## src/rtl/pipe_stage_mem_dmem_if.sv

```systemverilog
// EX/MEM -> MEM stage request bus and MEM -> MEM/WB result bus, with the upstream stall.
interface pipe_stage_mem_dmem_if #(
  parameter int unsigned DATA_W = 8,
  parameter int unsigned ADDR_W = 4,
  parameter int unsigned RD_W   = 2
);
  logic              in_valid;
  logic              in_mem_read;
  logic              in_mem_write;
  logic [RD_W-1:0]   in_rd;
  logic [ADDR_W-1:0] in_addr;
  logic [DATA_W-1:0] in_wdata;
  logic [DATA_W-1:0] in_alu;
  logic              stall;
  logic              out_valid;
  logic [RD_W-1:0]   out_rd;
  logic [DATA_W-1:0] out_mem;

  modport master (
    output in_valid, in_mem_read, in_mem_write, in_rd, in_addr, in_wdata, in_alu,
    input  stall, out_valid, out_rd, out_mem
  );

  modport slave (
    input  in_valid, in_mem_read, in_mem_write, in_rd, in_addr, in_wdata, in_alu,
    output stall, out_valid, out_rd, out_mem
  );
endinterface

```

## src/rtl/pipe_stage_mem_dmem.sv

```systemverilog
// MEM stage data-memory unit: multi-cycle loads/stores on a private RAM, ALU pass-through.
// Optional feature: define PIPE_STAGE_MEM_ZERO_INIT_EN to clear the RAM on reset.
module pipe_stage_mem_dmem #(
  parameter int unsigned DATA_W  = 8,
  parameter int unsigned ADDR_W  = 4,
  parameter int unsigned RD_W    = 2,
  parameter int unsigned MEM_LAT = 2
) (
  input  logic                  clk,
  input  logic                  reset,
  pipe_stage_mem_dmem_if.slave  bus
);

  localparam int unsigned DEPTH = 1 << ADDR_W;
  localparam int unsigned CNT_W = (MEM_LAT > 1) ? $clog2(MEM_LAT) : 1;
  localparam logic [CNT_W-1:0] CNT_INIT = CNT_W'(MEM_LAT - 1);

  typedef enum logic [0:0] {
    IDLE = 1'b0,
    BUSY = 1'b1
  } state_t;

  state_t            state_q, state_d;
  logic [CNT_W-1:0]  cnt_q, cnt_d;
  logic              store_q, store_d;
  logic [RD_W-1:0]   rd_q, rd_d;
  logic [ADDR_W-1:0] addr_q, addr_d;
  logic [DATA_W-1:0] wdata_q, wdata_d;
  logic              out_valid_q, out_valid_d;
  logic [RD_W-1:0]   out_rd_q, out_rd_d;
  logic [DATA_W-1:0] out_mem_q, out_mem_d;
  logic              stall_c;
  logic              ram_we;
  logic              mem_op;
  logic [DATA_W-1:0] ram_rdata;
  logic [DATA_W-1:0] ram [DEPTH];

  assign mem_op    = bus.in_mem_read | bus.in_mem_write;
  assign ram_rdata = ram[addr_q];

  // Next-state, latch and result selection; a read+write request is handled as a store.
  always_comb begin
    state_d     = state_q;
    cnt_d       = cnt_q;
    store_d     = store_q;
    rd_d        = rd_q;
    addr_d      = addr_q;
    wdata_d     = wdata_q;
    out_valid_d = out_valid_q;
    out_rd_d    = out_rd_q;
    out_mem_d   = out_mem_q;
    stall_c     = 1'b0;
    ram_we      = 1'b0;
    case (state_q)
      IDLE: begin
        out_valid_d = 1'b0;
        if (bus.in_valid) begin
          if (mem_op) begin
            stall_c = 1'b1;
            store_d = bus.in_mem_write;
            rd_d    = bus.in_rd;
            addr_d  = bus.in_addr;
            wdata_d = bus.in_wdata;
            cnt_d   = CNT_INIT;
            state_d = BUSY;
          end else begin
            out_valid_d = 1'b1;
            out_rd_d    = bus.in_rd;
            out_mem_d   = bus.in_alu;
          end
        end
      end
      BUSY: begin
        if (cnt_q != '0) begin
          stall_c = 1'b1;
          cnt_d   = cnt_q - CNT_W'(1);
        end else begin
          state_d = IDLE;
          if (store_q) begin
            ram_we      = 1'b1;
            out_valid_d = 1'b0;
          end else begin
            out_valid_d = 1'b1;
            out_rd_d    = rd_q;
            out_mem_d   = ram_rdata;
          end
        end
      end
      default: state_d = IDLE;
    endcase
  end

  // Reset masks stall so upstream is never frozen while the unit is held in reset.
  assign bus.stall     = reset & stall_c;
  assign bus.out_valid = out_valid_q;
  assign bus.out_rd    = out_rd_q;
  assign bus.out_mem   = out_mem_q;

  always_ff @(posedge clk or negedge reset) begin
    if (!reset) begin
      state_q     <= IDLE;
      cnt_q       <= '0;
      store_q     <= 1'b0;
      rd_q        <= '0;
      addr_q      <= '0;
      wdata_q     <= '0;
      out_valid_q <= 1'b0;
      out_rd_q    <= '0;
      out_mem_q   <= '0;
    end else begin
      state_q     <= state_d;
      cnt_q       <= cnt_d;
      store_q     <= store_d;
      rd_q        <= rd_d;
      addr_q      <= addr_d;
      wdata_q     <= wdata_d;
      out_valid_q <= out_valid_d;
      out_rd_q    <= out_rd_d;
      out_mem_q   <= out_mem_d;
    end
  end

  // A store only commits in its final BUSY cycle, so reset before then discards it.
`ifdef PIPE_STAGE_MEM_ZERO_INIT_EN
  always_ff @(posedge clk or negedge reset) begin
    if (!reset) begin
      for (int i = 0; i < int'(DEPTH); i++) ram[i] <= '0;
    end else if (ram_we) begin
      ram[addr_q] <= wdata_q;
    end
  end
`else
  always_ff @(posedge clk) begin
    if (ram_we) ram[addr_q] <= wdata_q;
  end
`endif

endmodule

```

## src/flat_wrapper.sv

```systemverilog
// flat-port wrapper written by rule: the top's interface ports become plain ports
module pipe_stage_mem_dmem_flat 
#(
  parameter int unsigned DATA_W  = 8,
  parameter int unsigned ADDR_W  = 4,
  parameter int unsigned RD_W    = 2,
  parameter int unsigned MEM_LAT = 2
)
  (clk, reset, bus_in_valid, bus_in_mem_read, bus_in_mem_write, bus_in_rd, bus_in_addr, bus_in_wdata, bus_in_alu, bus_stall, bus_out_valid, bus_out_rd, bus_out_mem);
  pipe_stage_mem_dmem_if #(.DATA_W(DATA_W), .ADDR_W(ADDR_W), .RD_W(RD_W)) bus_i ();
  input  logic clk;
  input  logic reset;
  input wire logic [$bits(bus_i.in_valid)-1:0] bus_in_valid;
  input wire logic [$bits(bus_i.in_mem_read)-1:0] bus_in_mem_read;
  input wire logic [$bits(bus_i.in_mem_write)-1:0] bus_in_mem_write;
  input wire logic [$bits(bus_i.in_rd)-1:0] bus_in_rd;
  input wire logic [$bits(bus_i.in_addr)-1:0] bus_in_addr;
  input wire logic [$bits(bus_i.in_wdata)-1:0] bus_in_wdata;
  input wire logic [$bits(bus_i.in_alu)-1:0] bus_in_alu;
  output wire logic [$bits(bus_i.stall)-1:0] bus_stall;
  output wire logic [$bits(bus_i.out_valid)-1:0] bus_out_valid;
  output wire logic [$bits(bus_i.out_rd)-1:0] bus_out_rd;
  output wire logic [$bits(bus_i.out_mem)-1:0] bus_out_mem;
  assign bus_i.in_valid = bus_in_valid;
  assign bus_i.in_mem_read = bus_in_mem_read;
  assign bus_i.in_mem_write = bus_in_mem_write;
  assign bus_i.in_rd = bus_in_rd;
  assign bus_i.in_addr = bus_in_addr;
  assign bus_i.in_wdata = bus_in_wdata;
  assign bus_i.in_alu = bus_in_alu;
  assign bus_stall = bus_i.stall;
  assign bus_out_valid = bus_i.out_valid;
  assign bus_out_rd = bus_i.out_rd;
  assign bus_out_mem = bus_i.out_mem;
  pipe_stage_mem_dmem #(.DATA_W(DATA_W), .ADDR_W(ADDR_W), .RD_W(RD_W), .MEM_LAT(MEM_LAT)) u_core (.clk(clk), .reset(reset), .bus(bus_i));
endmodule
```

## config.mk

```make
export PLATFORM = sky130hd
export DESIGN_NAME = pipe_stage_mem_dmem_flat
export DESIGN_NICKNAME = d
export VERILOG_FILES = /design/src/rtl/pipe_stage_mem_dmem_if.sv /design/src/rtl/pipe_stage_mem_dmem.sv /design/src/flat_wrapper.sv
export SDC_FILE = /design/constraint.sdc
export NUM_CORES = 1
export LEC_CHECK = 0
export BUFFER_PORTS_ARGS = -buffer_cell sky130_fd_sc_hd__buf_2
export CAP_MARGIN = 5
export CELL_PAD_IN_SITES_DETAIL_PLACEMENT = 0
export CELL_PAD_IN_SITES_GLOBAL_PLACEMENT = 1
export CORE_MARGIN = 2
export CORE_UTILIZATION = 55
export CTS_BUF_LIST = sky130_fd_sc_hd__clkbuf_16
export DETAILED_ROUTE_END_ITERATION = 10
export PLACE_DENSITY_LB_ADDON = 0.25
export SLEW_MARGIN = 20
export SYNTH_ARGS = -nofsm -noshare
export SYNTH_HDL_FRONTEND = slang
export SYNTH_SLANG_ARGS = --single-unit
```

## constraint.sdc

```tcl
create_clock -name clk -period 4.35 [get_ports clk]
set_input_delay 0.6525 -clock clk [delete_from_list [all_inputs] [get_ports clk]]
set_output_delay 0.6525 -clock clk [all_outputs]
set_load 0.05 [all_outputs]
```

Word-level counts from Yosys, hierarchy flattened. Memories as Yosys holds them, arrays and structs flattened. Cells that the tools add are included.

Add/sub/neg operators: 1. Eq/ne operators: 5. Mux-type cells: 28. Bitwise gates (word level): 3. Reductions and logical operators: 3.

Operator list (number): two-way mux 8 bit (4); case mux 8 bit (2 select lines) (1); two-way mux 1 bit (15); two-way mux 2 bit (4); inequality test 2 bit, second input constant (4); case mux 1 bit (2 select lines) (3); case mux 2 bit (2 select lines) (1); AND reduction 4 bit (1); AND reduction 3 bit (1); inequality test 2 x 1 -> 1 bit, second input constant (1); AND reduction 2 bit (1); bitwise AND 1 bit (1); NOT 1 bit (1); bitwise OR 1 bit (1); subtractor 1 bit, second input constant (1).

Bits in registers: 28. Bits in writable memories: 128. Input port bits: 27. Output and inout bits: 12. Word-level logic and storage cells: 50. Memories kept: 1.

Memories: u_core.ram (words 16, bits a word 8, read ports 1, clocked after memory_dff 0, write ports 1, RTL line pipe_stage_mem_dmem.sv:36) `logic [DATA_W-1:0] ram [DEPTH];`.

Depth between registers and ports, before layout. Gate-level depths: netlist of the first run.

Depth in word-level cells: 5. Depth in mapped cells: 7. Depth with buffers taken out: 4.

Worst setup path before layout of the first run. Ideal clock, no wire load.

Kind: register to register. Start point: register u_core.addr_q[0]. End point: memory u_core.ram[0][0], enable pin. Setup time: 383 ps. Arrival: 1794 ps. Required time: 3967 ps. Path slack: 2173 ps. Cell stages (with the launch flop): 6. Buffers on the path: 3. Clock period less this slack: 2177 ps. Path through: dfrtp_1 > buf_6 > buf_12 > buf_6 > or3_1 > nor3_1.

RTL lines: start, declared (RTL line pipe_stage_mem_dmem.sv:27) `logic [ADDR_W-1:0] addr_q, addr_d;`; start signal, assigned (RTL line pipe_stage_mem_dmem.sv:115) `addr_q <= addr_d;`; end, declared (RTL line pipe_stage_mem_dmem.sv:36).

No word-level cell before the write port.

Final worst setup path of the first run.
Start point: register u_core.state_q. End point: output port bus_stall.

Longest elaborated chain between the ends: 3.

RTL lines: start, declared (RTL line pipe_stage_mem_dmem.sv:23) `state_t state_q, state_d;`; start signal, assigned (RTL line pipe_stage_mem_dmem.sv:111) `state_q <= state_d;`; NOT 1 bit (no source line); case mux 1 bit (2 select lines) * (RTL line pipe_stage_mem_dmem.sv:54) `case (state_q)`; net u_core.stall_c (RTL line pipe_stage_mem_dmem.sv:32) `logic stall_c;`; bitwise AND 1 bit * (RTL line pipe_stage_mem_dmem.sv:94) `assign bus.stall = reset & stall_c;`; end, declared (RTL line flat_wrapper.sv:20) `output wire logic [$bits(bus_i.stall)-1:0] bus_stall;`.

Mark *: on every way through the listed nets, which the timed path passes. The rest lies on a longest branch.

==> results.py, run 1 <==
metrics = {
    "timing": {
        "slew_violations": 0,
        "rsz0062_at_grt": "false",
        "min_period_ns": 2.843,
        "finalSetupTns_ns": 0,
        "fmax_ghz": 0.3517,
        "clock-skew-final_ns": 0.005264,
        "period_share_pct": 65.37,
        "setup_viol": 0,
        "slew_headroom_pct": 32.60,
        "hold_violations": 0,
        "tightestPinTransition_ns": 1.011,
    },
    "finish": {
        "multi_input_area_mm2": 0.001634,
        "n_antenna_cell": 0,
        "fin_cells": 605,
        "drive_above_1_share_pct": 19.05,
        "final-seq-area_mm2": 0.004546,
        "syn_to_final_growth_pct": 14.41,
        "fillerInstances": 854,
        "nNetsFinal": 476,
    },
    "drt": {
        "route.detailed.drc": 0,
        "ant_nets": 0,
        "drtIter0Drc": 229,
        "firstDrtPassIters": 6,
        "wire_per_inst_um": 21.27,
        "num_vias": 3466,
        "viasPerCell": 5.729,
        "wirelength_um": 12870,
    },
    "floorplanning": {
        "io_pins": 39,
        "dieArea_mm2": 0.01235,
        "die_w_um": 111.1,
        "start_util_pct": 55.76,
        "rows": 39,
        "core_area_mm2": 0.01132,
        "die_h_um": 111.1,
    },
    "cts": {
        "cts-root-buf": "clkbuf_16",
        "cts_max_path_buffers": 2,
        "numClockSinks": 156,
        "post_cts_resized": 0,
        "insertion_delay_ns": 0.42,
        "clk_pin_slew_ns": 0.06,
        "htree_levels": 4,
        "post_cts_buffers": 0,
        "cts_tree": "yes",
        "cts_buffers": 17,
        "postCtsHoldBufs": 0,
    },
    "placement": {
        "placed_cells": 572,
        "place.port_buffers": 38,
        "hpwl_um": 8058,
        "gp_congestion": 0.7903,
    },
    "global_routing": {
        "gr-total-overflow": 0,
        "grt_max_degree": 37,
        "antenna_found_initial": 0,
        "grt_pass1_vias": 3495,
        "grt_pass1_wl_um": 19840,
        "track_usage_pct": 21.96,
    },
    "logic_synthesis": {
        "synth_area_leaders": "edfxtp_1 61%, dfrtp_1 11%, mux2i_1 9.0%",
        "synth-xor-area-share_pct": 0,
        "syn_area_mm2": 0.006312,
        "ys_seq_elements": 156,
        "synth_compound_area_share_pct": 4.163,
        "synthMuxAreaShare_pct": 12.25,
        "synth_edf_count": 128,
        "yosysSeqAreaShare_pct": 71.99,
        "synth-adder-area-share_pct": 0,
        "yosysMostFrequentCell": "edfxtp_1",
        "synth_top_area_share_pct": 60.89,
        "synth.distinct_cells": 39,
        "synthCells": 411,
        "ys.warnings.count": 0,
        "yosysTopAreaCell": "edfxtp_1",
        "ys_top_cells_by_count": "128 x edfxtp_1, 57 x mux2i_1, 53 x nand2_1, 28 x dfrtp_1, 24 x nor2_1",
        "yosys.area_share.simple_pct": 9.019,
        "async_flop_share_pct": 17.95,
        "synth_fp_nets": 438,
        "synth_ff_type": "edfxtp_1",
        "synth_top_family_by_area": "multiplexers",
        "syn-mean-instance-area_um2": 15.36,
    },
    "critical_path": {
        "cp_max_fo": 17,
        "worstPathRequired_ns": 3.70,
        "arrival_ns": 2.19,
        "crit_type": "reg -> out",
        "endpoint_kind": "output pin",
        "cp-start-kind": "flop",
    },
    "flow_run": {
        "drv_cap": 0,
    },
    "status": {
        "status": "completed",
    },
    "power": {
        "vdd_ir_drop_max_mv": 0.4071,
        "p_leak_nw": 2.665,
        "power_w": 0.005186,
        "p_per_area_mw_per_mm2": 718.2,
    },
    "worst_hold_path": {
        "hold_path.class": "in -> async",
    },
}
## sequential cells by signal, summed over array words and instances (netlist names)
| register | cells |
|---|---|
| u_core.state_q | 1 |
| u_core.wdata_q | 8 |
| u_core.bus.out_valid | 1 |
| u_core.rd_q | 2 |
| u_core.cnt_q | 1 |
| u_core.ram | 128 |
| u_core.bus.out_rd | 2 |
| u_core.store_q | 1 |
| u_core.addr_q | 4 |
| u_core.bus.out_mem | 8 |
## through the flow
stage,hold slack (ns),area [um^2],worst slack [ns],util [%]
detailed placement,0.4743,6555,1.444,57.90
global route,0.2982,7222,1.370,63.79
CTS,0.2698,7187,1.108,63.48
finish,0.2568,7222,1.507,63.79
global placement,0.4650,6555,1.529,57.90
floorplan,0.3569,6312,2.173,-
## final timing paths
kind / start / slack [ns] / endpoint / depth (start not counted)
setup / recovery: u_core.state_q$_DFF_PN0_ / 1.51 / bus_stall / 6
hold / removal: reset / 0.26 / u_core.wdata_q[3]$_DFFE_PN0P_ / 1
setup reg to reg: u_core.addr_q[0]$_DFFE_PN0P_ / 1.74 / u_core.bus.out_mem[2]$_DFFE_PN0P_ / 5
hold reg to reg: u_core.bus.out_rd[1]$_DFFE_PN0P_ / 0.48 / u_core.bus.out_rd[1]$_DFFE_PN0P_ / 2
max in group asynchronous: reset / 3.64 / u_core.addr_q[0]$_DFFE_PN0P_ / 1
min in group clk: bus_in_wdata[0] / 0.43 / u_core.wdata_q[0]$_DFFE_PN0P_ / 3
## kinds of logic (layout without fill, tap and decap cells)
| logic type | Yosys count | in the layout |
|---|---|---|
| compound gates | 42 | 42 |
| buf+inv | 25 | 76 |
| flops | 156 | 156 |
| mux | 66 | 66 |
| simple gates | 122 | 122 |
## layer usage
metal  up-vias  track usage [%]  wire, um
li1       1624                -         -
met1      1742            29.77      5420
met2        94            36.44      6564
met3         6            4.866       795
met4         0            6.173        87
met5         -                0         0
## cell usage in the layout, fill, tap and decap left out, types with 7 or more instances in the layout
cell type | netlist | routed
a21boi_0 | 7 | 7
o21ai_0 | 8 | 8
edfxtp_1 | 128 | 128
a21oi_1 | 7 | 7
mux4_2 | 9 | 9
clkbuf_16 | 0 | 17
nor2_1 | 24 | 24
nand3_1 | 10 | 10
o211ai_1 | 7 | 7
nand2_1 | 53 | 53
buf_2 | 12 | 38
nor4_1 | 7 | 7
mux2i_1 | 57 | 57
dfrtp_1 | 28 | 27
o22ai_1 | 7 | 7
## final cells by class
type	instances	share of cell area, %
clock buffers	17	5.891
clock inverters	15	2.859
inverters	2	0.1040
multi-input cells	230	22.63
flip-flops and latches	156	62.94
well taps	143	2.477
repair buffers	42	3.101
## power by group
group	total [W]	switching, W	internal, W
Sequential	0.00243	0.000466	0.00196
Combinational	0.00119	0.000718	0.000473
Clock	0.00157	0.000562	0.00101
Total	0.00519	0.00175	0.00344
## worst max-delay path, stage by stage (launching register included)
cell	delay, ns
dfrtp_1	0.53
buf_4	0.26
nor2b_2	0.20
o21ai_2	0.25
nand2_1	0.15
and2_1	0.12
buf_2	0.26
(Power assumes the default switching activity.)
==> inputs of run 2 (changes only) <==
--- a/config.mk
+++ b/config.mk
@@ -10,7 +10,7 @@
 export CELL_PAD_IN_SITES_DETAIL_PLACEMENT = 0
 export CELL_PAD_IN_SITES_GLOBAL_PLACEMENT = 1
 export CORE_MARGIN = 2
-export CORE_UTILIZATION = 55
+export CORE_UTILIZATION = 51
 export CTS_BUF_LIST = sky130_fd_sc_hd__clkbuf_16
 export DETAILED_ROUTE_END_ITERATION = 10
 export PLACE_DENSITY_LB_ADDON = 0.25
==> constraint.sdc (replaced) <==
create_clock -name clk -period 2.7 [get_ports clk]
set_input_delay 0.405 -clock clk [delete_from_list [all_inputs] [get_ports clk]]
set_output_delay 0.405 -clock clk [all_outputs]
set_load 0.05 [all_outputs]
==> results.py, run 2 (synthesis results as in run 1) <==
metrics = {
    "finish": {
        "final_cell_mix": "128 x edfxtp_1, 57 x mux2i_1, 53 x nand2_1",
        "fin_cells": 649,
        "multi_input_area_mm2": 0.001610,
        "drive_above_1_share_pct": 21.83,
        "final-seq-area_mm2": 0.004546,
        "fillerInstances": 931,
        "final_common_cell": "edfxtp_1",
        "n_antenna_cell": 0,
        "largest_reg_flops": 128,
        "largest-register": "u_core.ram",
        "finish.instance_area_mm2": 0.007326,
        "nNetsFinal": 496,
        "syn_to_final_growth_pct": 16.06,
    },
    "placement": {
        "gp_congestion": 0.7758,
        "place_area_mm2": 0.006744,
        "hpwl_um": 8659,
        "placed_cells": 618,
        "place.port_buffers": 38,
        "post-place-ws_ns": 0.4372,
    },
    "timing": {
        "hold_violations": 0,
        "tightestPinTransition_ns": 0.8828,
        "slew_headroom_pct": 41.02,
        "finalSetupTns_ns": 0,
        "setup_viol": 0,
        "period_share_pct": 85.20,
        "slew_violations": 0,
        "clock-skew-final_ns": 0.008040,
        "fmax_ghz": 0.4347,
        "rsz0062_at_grt": "false",
        "worst_slack_ns": 0.3997,
        "min_period_ns": 2.300,
    },
    "critical_path": {
        "cp_max_fo": 17,
        "critPathMaxStageDelay_ns": 0.50,
        "cp-start-kind": "flop",
        "path_delay_family": "flip-flops",
        "endpoint_kind": "output pin",
        "cp_num_buf_inv": 2,
        "arrival_ns": 1.90,
        "crit_chain": "nor2b_2, o21ai_1, buf_4, nand2_1, and2_1, buf_2",
        "crit_type": "reg -> out",
        "worstPathRequired_ns": 2.30,
        "slowest_stage": "dfrtp_1",
    },
    "cts": {
        "post_cts_buffers": 0,
        "insertion_delay_ns": 0.42,
        "postCtsHoldBufs": 0,
        "cts_buffers": 17,
        "post_cts_resized": 0,
        "cts_tree": "yes",
        "numClockSinks": 156,
        "htree_levels": 4,
        "cts-root-buf": "clkbuf_16",
        "clk_pin_slew_ns": 0.06,
        "cts_max_path_buffers": 2,
    },
    "floorplanning": {
        "dieArea_mm2": 0.01328,
        "io_pins": 39,
        "die_h_um": 115.3,
        "rows": 40,
        "start_util_pct": 52.33,
        "die_w_um": 115.3,
        "core_area_mm2": 0.01206,
    },
    "power": {
        "p_leak_nw": 2.743,
        "vdd_ir_drop_max_mv": 0.6499,
        "p_per_area_mw_per_mm2": 1116,
    },
    "flow_run": {
        "drv_cap": 0,
    },
    "global_routing": {
        "grt_pass1_vias": 3666,
        "grt_pass1_wl_um": 20350,
        "grt_max_degree": 29,
        "antenna_found_initial": 0,
        "gr-total-overflow": 0,
        "track_usage_pct": 21.85,
    },
    "worst_hold_path": {
        "hold_path.class": "in -> async",
    },
    "drt": {
        "topRoutingLayerUsed": "met4",
        "route.detailed.drc": 0,
        "drtIter0Drc": 340,
        "num_vias": 3592,
        "viasPerCell": 5.535,
        "wire_per_inst_um": 20.41,
        "met2_length_um": 6891,
        "m1WireLength_um": 5545,
        "firstDrtPassIters": 4,
        "met3RoutedLength_um": 673,
        "ant_nets": 0,
        "wirelength_um": 13250,
    },
    "status": {
        "status": "completed",
    },
}
[run 2: power by group]
group          switching [W]  leakage, nW  internal (W)
combinational        0.00127        0.951      0.000784
clock               0.000889        0.295       0.00143
sequential          0.000640         1.50       0.00316
[run 2: final timing paths]
path,from,to,slack (ns),cells past startpoint
max,u_core.state_q$_DFF_PN0_,bus_stall,0.40,6
min,reset,u_core.state_q$_DFF_PN0_,0.02,2
max reg2reg,u_core.addr_q[0]$_DFFE_PN0P_,u_core.bus.out_mem[4]$_DFFE_PN0P_,0.45,5
min reg2reg,u_core.rd_q[1]$_DFFE_PN0P_,u_core.rd_q[1]$_DFFE_PN0P_,0.48,2
max in group asynchronous,reset,u_core.addr_q[0]$_DFFE_PN0P_,2.38,2
min in group clk,bus_in_wdata[0],u_core.wdata_q[0]$_DFFE_PN0P_,0.18,3
[run 2: metal layers]
metal	track usage, %	up-vias
li1	-	1660
met1	27.88	1829
met2	37.02	91
met3	6.115	12
met4	6.104	0
met5	0	-
[run 2: cell type report]
class	instances	share of cell area, %
clock buffer	17	5.807
clock inverter	14	2.135
multi-input combinational	230	21.98
inverter	2	0.1025
sequential	156	62.05
tap	168	2.869
timing repair buffer	62	5.056
[run 2: metrics by stage]
step / utilization, % / hold WS, ns / power, W
floorplan: - / 0.1094 / 0.005218
global placement: 55.91 / 0.4610 / 0.005868
detailed placement: 55.91 / 0.4733 / 0.005918
CTS: 60.74 / 0.02741 / 0.008236
global route: 60.74 / 0.03722 / 0.008574
finish: 60.74 / 0.02148 / 0.008175
==> inputs of run 3 (changes only) <==
--- a/config.mk
+++ b/config.mk
@@ -10,7 +10,7 @@
 export CELL_PAD_IN_SITES_DETAIL_PLACEMENT = 0
 export CELL_PAD_IN_SITES_GLOBAL_PLACEMENT = 1
 export CORE_MARGIN = 2
-export CORE_UTILIZATION = 51
+export CORE_UTILIZATION = 46
 export CTS_BUF_LIST = sky130_fd_sc_hd__clkbuf_16
 export DETAILED_ROUTE_END_ITERATION = 10
 export PLACE_DENSITY_LB_ADDON = 0.25
==> constraint.sdc (replaced) <==
create_clock -name clk -period 2.1 [get_ports clk]
set_input_delay 0.315 -clock clk [delete_from_list [all_inputs] [get_ports clk]]
set_output_delay 0.315 -clock clk [all_outputs]
set_load 0.05 [all_outputs]
==> results.py, run 3 (synthesis results as in run 1) <==
metrics = {
    "floorplanning": {
        "io_pins": 39,
        "die_h_um": 121.1,
        "start_util_pct": 47.29,
        "rows": 42,
        "die_w_um": 121.1,
        "dieArea_mm2": 0.01467,
        "core_area_mm2": 0.01335,
    },
    "critical_path": {
        "r2r_slack_ns": 0.21,
        "worstPathRequired_ns": 1.78,
        "endpoint_kind": "output pin",
        "crit_type": "reg -> out",
        "rr_endpoint": "u_core.ram[2][2]$_DFFE_PP_",
        "arrival_ns": 1.62,
        "worstRegToRegCells": 4,
        "r2r_start": "u_core.addr_q[1]$_DFFE_PN0P_",
        "cp-start-kind": "flop",
        "cp_max_fo": 6,
    },
    "power": {
        "vdd_ir_drop_max_mv": 0.7705,
        "p_leak_nw": 2.812,
        "p_per_area_mw_per_mm2": 1418,
    },
    "finish": {
        "final_common_cell": "edfxtp_1",
        "final_cell_mix": "128 x edfxtp_1, 57 x mux2i_1, 53 x nand2_1",
        "nNetsFinal": 507,
        "n_antenna_cell": 0,
        "largest-register": "u_core.ram",
        "largest_reg_flops": 128,
        "syn_to_final_growth_pct": 17.86,
        "fin_util_pct": 55.74,
        "drive_above_1_share_pct": 22.72,
    },
    "flow_run": {
        "drv_cap": 0,
    },
    "drt": {
        "ant_nets": 0,
        "num_vias": 3529,
        "drtIter0Drc": 301,
        "firstDrtPassIters": 4,
        "route.detailed.drc": 0,
        "viasPerCell": 5.275,
        "wirelength_um": 13100,
        "wire_per_inst_um": 19.58,
    },
    "placement": {
        "place.port_buffers": 38,
        "gp_congestion": 0.8246,
        "hpwl_um": 8947,
    },
    "cts": {
        "cts-root-buf": "clkbuf_16",
        "cts_buffers": 17,
        "insertion_delay_ns": 0.42,
        "cts_tree": "yes",
        "post_cts_buffers": 0,
        "numClockSinks": 156,
        "cts_max_path_buffers": 2,
        "clk_pin_slew_ns": 0.06,
        "htree_levels": 4,
    },
    "worst_hold_path": {
        "hold_path.class": "in -> reg",
        "holdPathEnd": "u_core.wdata_q[0]$_DFFE_PN0P_",
        "whs_path_depth": 3,
        "min_from": "bus_in_wdata[0]",
    },
    "global_routing": {
        "grt_pass1_vias": 3705,
        "grt_pass1_wl_um": 20490,
        "antenna_found_initial": 0,
        "grt_max_degree": 29,
        "track_usage_pct": 19.68,
        "gr-total-overflow": 0,
    },
    "status": {
        "status": "completed",
    },
    "timing": {
        "tightestPinTransition_ns": 0.7487,
        "fmax_ghz": 0.5168,
        "slew_violations": 0,
        "finalSetupTns_ns": 0,
        "hold_violations": 0,
        "period_share_pct": 92.13,
        "min_period_ns": 1.935,
        "rsz0062_at_grt": "false",
        "clock-skew-final_ns": 0.01188,
        "slew_headroom_pct": 50.09,
        "setup_viol": 0,
    },
}
## run 3: cell types whose count changed in the layout (fill, tap and decap cells not counted), sizes merged
cell         previous run  this run
buf                    62        71
bufinv                  3         1
clkbuf                 17        20
clkinv                  8         6
clkinvlp                1         0
dlygate4sd3             0         1
inv                     4         8
## run 3: what timing repair did
item | 4_1_cts | 5_1_grt
endpoints found under the setup margin | 0 | 1
hold buffers | 1 | 0
resized for setup | 0 | 2
endpoints found under the hold margin | 28 | 0
## run 3: how the worst max path moves through the flow
stage | start | endpoint | slack, ns
6_report | u_core.state_q$_DFF_PN0_ | bus_stall | 0.17
5_1_grt | u_core.state_q$_DFF_PN0_ | bus_stall | 0.04
4_1_cts | u_core.state_q$_DFF_PN0_ | bus_stall | 0.06
3_5_place_dp | u_core.addr_q[1]$_DFFE_PN0P_ | u_core.ram[2][7]$_DFFE_PP_ | 0.23
3_3_place_gp | u_core.addr_q[1]$_DFFE_PN0P_ | u_core.ram[2][3]$_DFFE_PP_ | 0.21
2_1_floorplan | u_core.addr_q[0]$_DFFE_PN0P_ | u_core.ram[2][0]$_DFFE_PP_ | 0.002
## run 3: where the power goes
part           leakage (nW)  internal [W]  switching, W
combinational          1.02       0.00117       0.00177
clock                 0.293       0.00173       0.00112
sequential             1.50       0.00407      0.000693
## run 3: through the flow
stage	cells	hold WS (ns)	worst slack, ns	instance area [um^2]	power, W
5_1_grt	669	0.07078	0.04229	7440	0.01107
2_1_floorplan	411	0.01941	0.001777	6322	0.006716
3_3_place_gp	636	0.3637	0.2148	6864	0.007750
6_report	669	0.07670	0.1652	7440	0.01055
3_5_place_dp	636	0.3670	0.2322	6864	0.007790
4_1_cts	669	0.05649	0.05917	7432	0.01064
## run 3: metal layers
layer | vias to the layer above | wire length, um | share of wire, % | global-route usage [%]
met5 | - | 0 | 0 | 0
met4 | 0 | 204 | 1.6 | 6.609
met3 | 14 | 664 | 5.1 | 6.250
met2 | 60 | 6800 | 52 | 32.76
met1 | 1768 | 5431 | 41 | 24.48
li1 | 1687 | - | - | -
## run 3: final cells by class
type | instances | area (um^2)
Clock inverter | 13 | 82.58
Clock buffer | 19 | 475.5
Timing Repair Buffer | 73 | 483.0
Tap cell | 176 | 220.2
Multi-Input combinational cell | 230 | 1625
Fill cell | 1098 | 5908
Sequential cell | 156 | 4546
Inverter | 2 | 7.507
## run 3: critical path: stages, from the launching register on
cell,delay [ns]
dfrtp_1,0.52
buf_4,0.21
nand2_1,0.05
nand2_1,0.07
and2_1,0.13
clkbuf_4,0.22
